--- src/rtl/alu_wrapper.sv ---
// Execute-stage ALU: opcode decode, 32-bit combinational result, and the
// registered N/Z condition flags consumed by the branch unit.

module alu_core (
    input  logic [31:0] a,
    input  logic [31:0] b,
    input  logic [4:0]  opcode,
    output logic [31:0] result,
    output logic        set_flags
);

    localparam logic [4:0] OPC_ADD   = 5'b00010;
    localparam logic [4:0] OPC_ADDI  = 5'b00011;
    localparam logic [4:0] OPC_SUB   = 5'b00100;
    localparam logic [4:0] OPC_SUBI  = 5'b00101;
    localparam logic [4:0] OPC_MUL   = 5'b00110;
    localparam logic [4:0] OPC_MOVEH = 5'b00111;
    localparam logic [4:0] OPC_DIV   = 5'b01000;
    localparam logic [4:0] OPC_AND   = 5'b01010;
    localparam logic [4:0] OPC_ANDI  = 5'b01011;
    localparam logic [4:0] OPC_OR    = 5'b01100;
    localparam logic [4:0] OPC_ORI   = 5'b01101;
    localparam logic [4:0] OPC_NOT   = 5'b01110;
    localparam logic [4:0] OPC_XOR   = 5'b10000;
    localparam logic [4:0] OPC_XORI  = 5'b10001;
    localparam logic [4:0] OPC_CMP   = 5'b10010;
    localparam logic [4:0] OPC_MOVEL = 5'b11110;

    localparam logic [2:0] OP_ADD = 3'b000;
    localparam logic [2:0] OP_SUB = 3'b001;
    localparam logic [2:0] OP_MUL = 3'b010;
    localparam logic [2:0] OP_DIV = 3'b011;
    localparam logic [2:0] OP_AND = 3'b100;
    localparam logic [2:0] OP_OR  = 3'b101;
    localparam logic [2:0] OP_XOR = 3'b110;
    localparam logic [2:0] OP_NOT = 3'b111;

    logic [2:0] op;

    // LD, ST, CALL, RET, RETI and anything unknown fall through to add.
    always_comb begin
        op = OP_ADD;
        case (opcode)
            OPC_SUB, OPC_SUBI, OPC_CMP:               op = OP_SUB;
            OPC_MUL:                                  op = OP_MUL;
            OPC_DIV:                                  op = OP_DIV;
            OPC_AND, OPC_ANDI, OPC_MOVEH, OPC_MOVEL:  op = OP_AND;
            OPC_OR, OPC_ORI:                          op = OP_OR;
            OPC_XOR, OPC_XORI:                        op = OP_XOR;
            OPC_NOT:                                  op = OP_NOT;
            default:                                  op = OP_ADD;
        endcase
    end

    always_comb begin
        set_flags = 1'b0;
        case (opcode)
            OPC_ADD, OPC_ADDI, OPC_SUB, OPC_SUBI, OPC_MUL, OPC_DIV,
            OPC_AND, OPC_ANDI, OPC_OR, OPC_ORI, OPC_NOT,
            OPC_XOR, OPC_XORI, OPC_CMP:               set_flags = 1'b1;
            default:                                  set_flags = 1'b0;
        endcase
    end

    always_comb begin
        result = '0;
        case (op)
            OP_ADD: result = a + b;
            OP_SUB: result = a - b;
            OP_MUL: result = a * b;
            OP_DIV: result = (b == 32'd0) ? 32'hFFFF_FFFF : a / b;
            OP_AND: result = a & b;
            OP_OR:  result = a | b;
            OP_XOR: result = a ^ b;
            OP_NOT: result = ~a;
            default: result = '0;
        endcase
    end

endmodule

module alu_wrapper (
    input  logic        clk,
    input  logic        rst_n,
    input  logic [31:0] a,
    input  logic [31:0] b,
    input  logic [4:0]  opcode,
    output logic [31:0] alu_out,
    output logic [1:0]  flags
);

    logic set_flags;

    alu_core ALU (
        .a         (a),
        .b         (b),
        .opcode    (opcode),
        .result    (alu_out),
        .set_flags (set_flags)
    );

    // flags[1] = N, flags[0] = Z; reset wins over a coincident update.
    always_ff @(posedge clk) begin
        if (!rst_n) begin
            flags <= 2'b00;
        end else if (set_flags) begin
            flags <= {alu_out[31], (alu_out == 32'd0)};
        end
    end

endmodule

--- config.mk ---
export PLATFORM = sky130hd
export DESIGN_NAME = alu_wrapper
export DESIGN_NICKNAME = d
export VERILOG_FILES = /design/src/rtl/alu_wrapper.sv
export SDC_FILE = /design/constraint.sdc
export NUM_CORES = 2
export LEC_CHECK = 0
export ABC_AREA = 1
export BUFFER_PORTS_ARGS = -buffer_cell sky130_fd_sc_hd__buf_4
export CORE_MARGIN = 2
export CORE_UTILIZATION = 55
export DETAILED_ROUTE_END_ITERATION = 6
export PLACE_DENSITY_LB_ADDON = 0.08
export SKIP_LAST_GASP = 1
export SLEW_MARGIN = 20
export SYNTH_ARGS = -nofsm -noshare
export SYNTH_HDL_FRONTEND = slang
export SYNTH_SLANG_ARGS = --single-unit
--- constraint.sdc ---
create_clock -name clk -period 95.2 [get_ports clk]
set_input_delay 4.76 -clock clk [delete_from_list [all_inputs] [get_ports clk]]
set_output_delay 4.76 -clock clk [all_outputs]
set_load 0.01 [all_outputs]
==> impl_metrics.tcl <==
set metrics [dict create \
    outcome "finished, violations left" \
    violations "DRC, capacitance limit, slew limit" \
    numCtsBuffers 3 \
    synth_edf_count 0 \
    synthCells 7799 \
    path_max_fanout 32 \
    synth_compound_gate_area_share 0.1489 \
    grt_pass1_wl_um 287900 \
    via_per_inst 5.799 \
    yosysWarnings 0 \
    max-cap-violations 1 \
    place.port_buffers 104 \
    synth_top_family_by_area "adder cells" \
    synth_simple_gate_area_share 0.2807 \
    core_area_um2 91390 \
    cp_slowest_cell "clkinv_1" \
    worst-path-buf-inv 64 \
    rsz0062_at_grt "false" \
    worstReg2RegEnd "flags[1]" \
    drtAntennaViolNets 0 \
    cts_tree "done" \
    cp_num_cells 475 \
    synth-xor-area-share 0.08044 \
    wl_um 189100 \
    pin_count 105 \
    slew_headroom -0.001638 \
    die-height_um 307.4 \
    min_to "flags[0]" \
    synth_async_sr_flop_share 0 \
    ff_latch_area_um2 40.04 \
    setup_violations 0 \
    ys_top_cells_by_area "ha_1, fa_1, nand2_1, inv_1, xor2_1" \
    reg.largest.list "flags x2" \
    finalSetupTns_ps 0 \
    critPathTopFamily "simple AND/OR/NAND/NOR gates" \
    grt_overflow 0 \
    top_layer_used "met5" \
    cp.arrival_ps 80160 \
    ys_types 91 \
    ctsHtreeMaxLevel 1 \
    required_ps 90440 \
    row_count 111 \
    seq_area_frac_synth 0.0007908 \
    worstSkewPairLatency_ps 220 \
    rr_startpoint "flags[1]" \
    multi_input_area_um2 43690 \
    antenna_found_initial 17 \
    die_w_um 307.4 \
    p_leak_nw 29.45 \
    final_cell_mix "nand2_1, inv_1, ha_1" \
    largest_reg_flops 2 \
    cts_resized 0 \
    cp-start-kind "input port" \
    skew_ps 0 \
    min_path_type "flop to flop" \
    grt_max_degree 38 \
    ff2ff_path_depth 2 \
    cts_buffer_depth 2 \
    drtIter0Drc 4779 \
    yosysTopAreaCellShare 0.1854 \
    slowest_delay_ps 920 \
    clk_pin_slew_worst_paths_ps 30 \
    post-route-period-util 0.8920 \
    synth_area_leader_cell "ha_1" \
    die_area_um2 94490 \
    wl_met2_um 79740 \
    r2r_slack_ps 94510 \
    holdBufCountCts 0 \
    num-fill-cells 9367 \
    syn-cell-area_um2 50630 \
    cp_common_cell "nand2_1" \
    initial_utilization 0.5540 \
    max_freq_mhz 11.78 \
    synthFlopType "dfxtp_1" \
    drc 2 \
    dr.pass1.iters 7 \
    worstHoldStart "flags[0]" \
    syn2layout_area_growth_pct 2.884 \
    grt_use_total 0.3938 \
    synthAdderAreaFrac 0.3471 \
    final_nets 8946 \
    synth.mux.area_fraction 0.005363 \
    holdWs_ps 465.7 \
    ir_worst_vdd_mv 0.07181 \
    hold_depth 2 \
    place.gp.congestion 1.023 \
    tightest_slew_ps 1492 \
    met3_length_um 19890 \
    ys_seq_elements 2 \
    cts_root_buffer "clkbuf_16" \
    vias 51640 \
    period_minus_slack_ps 84920 \
    cts.sinks 2 \
    post_cts_buffers 0 \
    dp_hpwl_um 149600 \
    wirelength_met1_um 78300 \
    hold_violations 0 \
    crit_type "input port to output pin" \
    routedWlPerCell_um 21.23 \
    grt_pass1_vias 49540 \
    end_kind "output pin" \
    final_common_cell "nand2_1" \
    top_register "flags" \
    syn_nets 9029 \
    slew_violations 1 \
    syn-mean-instance-area_um2 6.492 \
    pwr_density_cell_nw_per_um2 27.88 \
    drive_above_1_share 0.08348 \
]
worst min-delay path, delay by kind of cell, from the launching register on:
family	cells	cell delay (ps)
AO/OA/AOI/OAI	1	50
AND/OR/NAND/NOR	1	60
flip-flops	1	300
Yosys cell counts (27+ instances only):
cell type	n
nand2_1	1994
a21oi_1	516
ha_1	750
xnor2_1	169
buf_2	27
or2_2	61
o21bai_1	35
nor4_1	28
o21ai_2	43
nand3_1	240
clkbuf_1	134
and2_1	47
buf_1	31
inv_2	47
nand2_2	87
fa_1	409
inv_1	1427
nand4_1	54
xor2_1	296
o21ai_1	63
o21ai_0	299
nor2_1	362
nor3_1	89
nand3_2	108
logic make-up (layout without fill, tap and decap cells):
group / Yosys count / after routing
buf+inv: 1734 / 1649
mux: 23 / 23
xor+xnor: 465 / 465
compound gates: 1252 / 1252
simple gates: 3164 / 3164
flops: 2 / 2
fa+ha+maj: 1159 / 1159
other cells: 0 / 4
worst max-delay path by stage:
stage	slack, ps	from	to
finish	10280	a[7]	alu_out[0]
global route	2620	a[4]	alu_out[0]
CTS	11190	a[4]	alu_out[0]
detailed placement	11390	a[4]	alu_out[0]
global placement	12880	a[2]	alu_out[0]
floorplan	26090	b[0]	alu_out[0]
cell type report:
type,count,area share
Multi-Input combinational cell,6063,0.8388
Inverter,1489,0.1077
Tap cell,1186,0.02849
Timing Repair Buffer,157,0.02263
Clock buffer,3,0.001441
Sequential cell,2,0.0007687
Antenna cell,4,0.0001922
layer usage:
| metal | vias to the layer above | global-route usage |
|---|---|---|
| met5 | - | 0 |
| met4 | 26 | 0.1836 |
| met3 | 572 | 0.07893 |
| met2 | 2280 | 0.6137 |
| met1 | 24160 | 0.5228 |
| li1 | 24600 | - |
per-stage QoR:
step | worst slack, ps | util | power [mW] | area [um2] | cells
floorplan | 26090 | - | 1.006 | 50630 | 7799
global placement | 12880 | 0.5690 | 1.392 | 52000 | 8897
detailed placement | 11390 | 0.5690 | 1.412 | 52000 | 8897
CTS | 11190 | 0.5698 | 1.427 | 52070 | 8900
global route | 2621 | 0.5699 | 1.640 | 52080 | 8901
finish | 10280 | 0.5700 | 1.452 | 52090 | 8904
power breakdown:
| part | internal, mW | switching (mW) | total [mW] |
|---|---|---|---|
| clock | 0.00534 | 0.000936 | 0.00628 |
| combinational | 0.535 | 0.910 | 1.44 |
| sequential | 0.00106 | 0.0000893 | 0.00115 |
(Power assumes the default switching activity.)
